`src/rtl/alu_req_pkg.sv`:
```
// Shared constants for the two-requester arithmetic arbiter.
// Opcodes, requester indices, result-width derivation and FSM states.
package alu_req_pkg;

  localparam int DATA_W_DEF = 4;
  localparam int RES_W_DEF  = 2 * DATA_W_DEF + 1;

  localparam logic [1:0] OP_ADDMUL = 2'd0;
  localparam logic [1:0] OP_SUBXOR = 2'd1;
  localparam logic [1:0] OP_ANDOR  = 2'd2;
  localparam logic [1:0] OP_MODMAC = 2'd3;

  localparam logic REQ0 = 1'b0;
  localparam logic REQ1 = 1'b1;

  function automatic int res_w(input int data_w);
    return 2 * data_w + 1;
  endfunction

  typedef enum logic {
    EMPTY = 1'b0,
    FULL  = 1'b1
  } res_state_t;

endpackage

```
`src/rtl/alu_exec_core.sv`:
```
// Combinational arithmetic unit: one of four opcodes on a, b, c.
// Operands are widened to the result width before any arithmetic.
module alu_exec_core
  import alu_req_pkg::*;
#(
  parameter int DATA_W = DATA_W_DEF,
  parameter int RES_W  = res_w(DATA_W)
) (
  input  logic [DATA_W-1:0] a,
  input  logic [DATA_W-1:0] b,
  input  logic [DATA_W-1:0] c,
  input  logic [1:0]        op,
  output logic [RES_W-1:0]  result,
  output logic              err
);

  logic [RES_W-1:0]  ea;
  logic [RES_W-1:0]  eb;
  logic [RES_W-1:0]  ec;
  logic [RES_W-1:0]  emod;
  logic [DATA_W-1:0] m;
  logic              bz;

  always_comb begin
    ea   = RES_W'(a);
    eb   = RES_W'(b);
    ec   = RES_W'(c);
    bz   = (b == '0);
    // a mod 0 is defined as 0; the error flag reports it
    m    = bz ? '0 : (a % b);
    emod = RES_W'(m);
    result = '0;
    err    = 1'b0;
    case (op)
      OP_ADDMUL: result = (ea + eb) * ec;
      OP_SUBXOR: result = (ea - eb) ^ ec;
      OP_ANDOR:  result = ea & (eb | ec);
      OP_MODMAC: begin
        result = emod + ea * ec;
        err    = bz;
      end
    endcase
  end

endmodule

```
`src/rtl/alu_req_arbiter.sv`:
```
// Two-requester front end for the shared arithmetic unit.
// Arbitrates, registers one result with tag/error, counts grants.
module alu_req_arbiter
  import alu_req_pkg::*;
#(
  parameter int DATA_W    = DATA_W_DEF,
  parameter int RES_W     = res_w(DATA_W),
  parameter int PRIO_MODE = 0,
  parameter int CNT_W     = 16
) (
  input  logic              clk,
  input  logic              rst,
  input  logic              req0_valid,
  output logic              req0_ready,
  input  logic [DATA_W-1:0] req0_a,
  input  logic [DATA_W-1:0] req0_b,
  input  logic [DATA_W-1:0] req0_c,
  input  logic [1:0]        req0_op,
  input  logic              req1_valid,
  output logic              req1_ready,
  input  logic [DATA_W-1:0] req1_a,
  input  logic [DATA_W-1:0] req1_b,
  input  logic [DATA_W-1:0] req1_c,
  input  logic [1:0]        req1_op,
  output logic              res_valid,
  input  logic              res_ready,
  output logic [RES_W-1:0]  res_data,
  output logic              res_src,
  output logic              res_err,
  output logic [CNT_W-1:0]  grant_cnt0,
  output logic [CNT_W-1:0]  grant_cnt1
);

  res_state_t state, state_d;

  logic              last_q;
  logic              prio;
  logic              grant0;
  logic              grant1;
  logic              can_accept;
  logic              hs0;
  logic              hs1;
  logic              accept;
  logic [DATA_W-1:0] a;
  logic [DATA_W-1:0] b;
  logic [DATA_W-1:0] c;
  logic [1:0]        op;
  logic [RES_W-1:0]  result;
  logic              err;

  assign prio = (PRIO_MODE != 0);

  // last_q holds the most recent winner; the other side wins a tie
  assign grant0 = req0_valid & (~req1_valid | prio | last_q);
  assign grant1 = req1_valid & ~grant0;

  assign can_accept = (state == EMPTY) | res_ready;
  assign req0_ready = grant0 & can_accept & ~rst;
  assign req1_ready = grant1 & can_accept & ~rst;
  assign hs0    = req0_valid & req0_ready;
  assign hs1    = req1_valid & req1_ready;
  assign accept = hs0 | hs1;

  assign a  = grant1 ? req1_a  : req0_a;
  assign b  = grant1 ? req1_b  : req0_b;
  assign c  = grant1 ? req1_c  : req0_c;
  assign op = grant1 ? req1_op : req0_op;

  alu_exec_core #(
    .DATA_W (DATA_W),
    .RES_W  (RES_W)
  ) u_core (
    .a      (a),
    .b      (b),
    .c      (c),
    .op     (op),
    .result (result),
    .err    (err)
  );

  assign res_valid = (state == FULL);

  always_comb begin
    state_d = state;
    unique case (state)
      EMPTY: if (accept) state_d = FULL;
      FULL:  if (res_ready && !accept) state_d = EMPTY;
    endcase
  end

  always_ff @(posedge clk or posedge rst) begin
    if (rst) begin
      state      <= EMPTY;
      last_q     <= REQ1;
      res_data   <= '0;
      res_src    <= REQ0;
      res_err    <= 1'b0;
      grant_cnt0 <= '0;
      grant_cnt1 <= '0;
    end else begin
      state <= state_d;
      if (accept) begin
        last_q   <= grant1;
        res_data <= result;
        res_src  <= grant1;
        res_err  <= err;
      end
      if (hs0 && grant_cnt0 != '1) grant_cnt0 <= grant_cnt0 + 1'b1;
      if (hs1 && grant_cnt1 != '1) grant_cnt1 <= grant_cnt1 + 1'b1;
    end
  end

endmodule

```
`config.mk`:
```
export PLATFORM = sky130hd
export DESIGN_NAME = alu_req_arbiter
export DESIGN_NICKNAME = d
export VERILOG_FILES = /design/src/rtl/alu_req_pkg.sv /design/src/rtl/alu_exec_core.sv /design/src/rtl/alu_req_arbiter.sv
export SDC_FILE = /design/constraint.sdc
export NUM_CORES = 1
export LEC_CHECK = 0
export CAP_MARGIN = 15
export CORE_MARGIN = 2
export CORE_UTILIZATION = 52
export DETAILED_ROUTE_END_ITERATION = 10
export PLACE_DENSITY = 0.79
export SYNTH_ARGS = -nofsm -noshare
export SYNTH_HDL_FRONTEND = slang
export SYNTH_SLANG_ARGS = --single-unit
```
`constraint.sdc`:
```
create_clock -name clk -period 11.3 [get_ports clk]
set_input_delay 2.26 -clock clk [delete_from_list [all_inputs] [get_ports clk]]
set_output_delay 2.26 -clock clk [all_outputs]
set_load 0.005 [all_outputs]
```
Yosys cells after proc, flatten, opt, wreduce, memory -nomap -nowiden
Index checks and enable logic that the tools add are counted.

Latch bits: 0. Memory bits (read-only): 0. Memories: 0. Register bits after elaboration: 45. Logic and storage cells: 54. Output and inout port bits: 46. Bits in writable memories: 0.

Mux-type cells: 10. Reduce and logical (&&, ||, !) cells: 6. Shift operators: 0. Order comparisons: 0. Bitwise gates (word level): 18. Multiply operators: 2. Eq/ne operators: 5. Divide/modulo/power cells: 1. Add/subtract/negate cells: 5.

Operators by type and width (count): 9-bit one-hot mux with 4 select lines (1); 16-bit by 1-bit adder with 16-bit output (second input constant) (2); 16-bit != test (second input constant) (2); 4-bit two-way mux (4); 4-bit by 8-bit adder with 9-bit output (1); 4-bit by 9-bit AND with 9-bit output (1); 9-bit by 4-bit multiplier with 9-bit output (1); 9-bit by 4-bit XOR with 9-bit output (1); 1-bit AND (8); 4-bit by 4-bit multiplier with 8-bit output (1); 4-bit by 4-bit adder with 5-bit output (1); 4-bit by 4-bit subtractor with 5-bit output (1); 2-bit equality test (second input constant) (2); 4-bit logical NOT (1); 4-bit by 4-bit modulo with 4-bit output (1); 1-bit NOT (4); 4-bit bitwise OR (1); 1-bit logical AND (3); 1-bit two-way mux (3); 1-bit bitwise OR (3); 2-bit by 1-bit equality test with 1-bit output (second input constant) (1); 2-bit logical NOT (1); 2-bit two-way mux (1); 1-bit one-hot mux with 2 select lines (1); 1-bit logical NOT (1).

Logic depth before layout (Yosys ltp)
Word-level depth: 13. Depth in mapped cells: 34. Gate-level depth less buffers: 33.

By module
Synthesis repeated with hierarchy kept, for this count alone.

Cells, all modules: 470. Area total of the unflattened synthesis: 4461.8 um2.

Modules (own cells, without submodules): alu_req_arbiter (times used 1, seq. area each 1127.3 um2, area an instance 2250.9 um2, cells an instance 189); alu_exec_core (times used 1, seq. area each 0.0 um2, area an instance 2210.9 um2, cells an instance 281).

Worst setup path after synthesis
OpenSTA, ideal clock, no wires.

Kind: input to register. Start: input req1_valid. End: register res_data[7]. Arrival: 8.996 ns. Stages on the path: 33. Setup time: 0.126 ns. Setup slack: 2.178 ns. Data required time: 11.174 ns. Path through: a21boi_4 > buf_6 > mux2i_1 > inv_1 > ha_1 > nor4b_1 > mux2i_1 > a22oi_1 > ha_1 > o21a_1 > or2_2 > a21boi_0 > a31oi_1 > ha_1 > o21ai_0 > nor2_1 > o21ai_1 > mux2i_1 > inv_1 > fa_1 > a21bo_2 > a21o_1 > a21o_1 > and4_1 > a31oi_1 > fa_1 > inv_1 > ha_1 > nor2b_1 > o31a_1 > o22ai_1 > mux2i_1 > o32a_1.

Longest elaborated chain between the ends: 10. Elaborated cells on any way between the ends: 30.

RTL lines: from (decl) (line alu_req_arbiter.sv:19) `input logic req1_valid,`; 1-bit NOT (line alu_req_arbiter.sv:54) `assign grant0 = req0_valid & (~req1_valid | prio | last_q);`; 1-bit bitwise OR (line alu_req_arbiter.sv:54); 1-bit AND (line alu_req_arbiter.sv:54); 1-bit NOT (line alu_req_arbiter.sv:55) `assign grant1 = req1_valid & ~grant0;`; 1-bit AND (line alu_req_arbiter.sv:55); 4-bit two-way mux, on equally long branches (line alu_req_arbiter.sv:64, alu_req_arbiter.sv:65); 4-bit by 4-bit modulo with 4-bit output / 4-bit logical NOT (equally long branches) (line alu_exec_core.sv:30, alu_exec_core.sv:28); 4-bit two-way mux (line alu_exec_core.sv:30) `m = bz ? '0 : (a % b);`; 4-bit by 8-bit adder with 9-bit output (line alu_exec_core.sv:39) `result = emod + ea * ec;`; 9-bit one-hot mux with 4 select lines (line alu_exec_core.sv:34) `case (op)`; to (signal assigned) (line alu_req_arbiter.sv:104) `res_data <= result;`; to (decl) (line alu_req_arbiter.sv:27) `output logic [RES_W-1:0] res_data,`.

Parallel ways exist; a longest one is shown, timed or not. A chain may end at the register's enable or synchronous reset.

Final worst setup path
Ends and elaborated chain as after synthesis.

==> flow_metrics.tcl <==
set metrics [dict create \
    outcome "finished, final reports clean" \
    critPathLaunchType "input pin" \
    nFillCells 677 \
    synth_top_area_share 0.249 \
    syn_avg_cell_area_um2 9.57 \
    grt_use_met3 0.0235 \
    cts_buffers 5 \
    cts_tree "done" \
    yosys_warnings 0 \
    synthesis.nets 564 \
    core_um2 8220 \
    use_met2 0.448 \
    use_met1 0.308 \
    maxSlewHeadroom 0.372 \
    syn-cell-area_um2 4420 \
    cts_resized 0 \
    cp_slowest_cell "mux2i_1" \
    crit_type "input pin to register" \
    vias 3772 \
    fp.dieH_um 96.2 \
    hp-class "register to register" \
    crit_path_start "req1_valid" \
    slew_violations 0 \
    grt_pass1_vias 3822 \
    core.rowCount 33 \
    cts_sinks 45 \
    yosysMostFrequentCell "nor2_1" \
    maxCapViolCount 0 \
    post-place-ws_ns 0.961 \
    synth-compound-area-share 0.150 \
    area_growth_pct 22.5 \
    synth_top_family_by_area "adder cells" \
    synth_edf_count 0 \
    worstSkewPairLatency_ns 0.29 \
    grt_remaining_overflow 0 \
    clock_path_buffers 2 \
    rsz0062_at_grt "no" \
    critPathCaptureType "register" \
    synth-simple-area-share 0.179 \
    synth_area_leader_cell "dfrtp_1" \
    drive_gt1_frac 0.0826 \
    worstMarginPinSlew_ns 0.915 \
    drcViolationCount 0 \
    wl_per_cell_um 16.7 \
    antenna_found_initial 0 \
    period_share 0.903 \
    synthCells 462 \
    synth_cell_type_count 68 \
    cts-root-buf "clkbuf_8" \
    nNetsFinal 646 \
    cts_setup_buffers 0 \
    busiest_layer "met2" \
    htree_levels 2 \
    grt_pass1_wl_mm 18.0 \
    critPathRequiredTime_ns 11.49 \
    synth-adder-area-share 0.223 \
    async_reset_ff_frac 1.00 \
    r2r-start "last_q" \
    synth_mux_area_frac 0.0634 \
    critical_path.max_fanout 10 \
    synth-main-ff-cell "dfrtp_1" \
    ir_worst_vdd_mv 0.0884 \
    die_w_um 96.2 \
    die_area_um2 9250 \
    drt_iter0_drc 157 \
    gp_congestion 0.955 \
    layout_setup_ws_ns 1.09 \
    fmax_ghz 0.0980 \
    initial_core_util 0.538 \
    routed_via_density 5.80 \
    hold_viol 0 \
    min_delay_path_depth 1 \
    synth_area_leaders "dfrtp_1 (25%), ha_1 (15%), fa_1 (7.2%)" \
    synth-seq-cells 45 \
    r2r_cells 32 \
    skew_ns 0.0124 \
    critical_path_arrival_ns 10.39 \
    fin_crit_ns 10.21 \
    wirelength_mm 10.9 \
    p_leak_nw 2.51 \
    hold_buffers 0 \
    powerDensity_nw_per_um2 166 \
    hp-start "grant_cnt0[3]" \
    ant_nets 0 \
    finalSetupTns_ns 0 \
    grt_start_max_net_pins 46 \
    cpPeakStageDelay_ns 0.61 \
    setup_violations 0 \
    grt.total_usage 0.246 \
    clkTransAtPathRegs_ns 0.09 \
    synthXorXnorAreaFrac 0.0906 \
    port-buffer-count 78 \
    antennaDiodeCount 0 \
    first_pass_iters 4 \
    dp_hpwl_mm 8.71 \
    io_pins 79 \
    synth_commonest_cells "nor2_1 (54), ha_1 (53), dfrtp_1 (44), inv_1 (30), xnor2_1 (26)" \
    ys_seq_area_frac 0.255 \
]
## layout make-up
class                   count  area [um2]  area share
clock buffers               6        82.6      0.0153
clock inverters             2        13.8     0.00254
well taps                 105         131      0.0243
repair buffers             84         826       0.153
flip-flops and latches     45        1130       0.208
multi-input cells         377        3120       0.576
inverters                  31         116      0.0215
## cell families (layout without fill, tap and decap cells)
kind of cell,Yosys count,in the layout
AO/OA/AOI/OAI,90,90
XOR/XNOR,44,44
adder cells (fa/ha/maj),69,69
buffers and inverters,40,123
flip-flops,45,45
multiplexers,26,26
AND/OR/NAND/NOR,148,148
## stage by stage
stage	utilization	cell area (um2)	power (mW)	instances	hold slack [ns]
2_1_floorplan	-	4420	0.610	462	0.473
3_3_place_gp	0.647	5320	0.772	642	0.461
3_5_place_dp	0.647	5320	0.790	642	0.475
4_1_cts	0.659	5410	0.898	650	0.492
5_1_grt	0.659	5410	0.980	650	0.501
6_report	0.659	5410	0.898	650	0.487
## cells in the final DEF, fill, tap and decap left out, drive strengths merged, types with 4 or more instances in the layout
master	Yosys	routed
or3	5	5
a31oi	5	5
o21a	5	5
xor2	17	17
fa	16	16
dfrtp	44	44
a21oi	15	15
o21bai	4	4
o21ai	16	16
nand4	9	9
clkbuf	4	6
mux2	7	7
xnor2	26	26
nor2	54	54
or2	5	5
nor3	11	11
nand3	11	11
and4	5	5
and3	4	4
inv	31	31
and2	4	4
clkdlybuf4s50	0	78
a211oi	4	4
ha	53	53
mux2i	19	19
buf	5	6
nand2	24	24
a21o	8	8
nand2b	4	4
nor2b	4	4
## worst paths after layout
path                       slack [ns]            end
min                              0.49  grant_cnt0[3]
max reg2reg                      3.24    res_data[7]
max in group asynchronous        8.06  grant_cnt0[6]
max                              1.09    res_data[7]
min reg2reg                      0.49  grant_cnt0[3]
min in group asynchronous        2.67    res_data[7]
## worst max-delay path, delay by kind of cell
kind / cells / cell delay, ns
and+or+nand+nor: 5 / 0.93
adders and majority gates: 6 / 2.24
buffers and inverters: 4 / 0.86
AOI/OAI and AO/OA: 14 / 2.86
muxes: 4 / 1.23
## registers in the layout, indices dropped and copies added, names as in the netlist
register	flops
grant_cnt0	16
res_valid	1
res_err	1
res_data	9
grant_cnt1	16
last_q	1
res_src	1
## metal layers
layer | part of all wire | up-vias
met5 | 0 | -
met3 | 0.046 | 24
met4 | 0.022 | 0
li1 | - | 1819
met1 | 0.43 | 1810
met2 | 0.50 | 119
## report_power, final
group	total, mW	switching, mW	internal, mW
logic	0.565	0.286	0.278
registers	0.230	0.0354	0.194
clock network	0.104	0.0542	0.0496
Power figures use the tool's default switching activity.
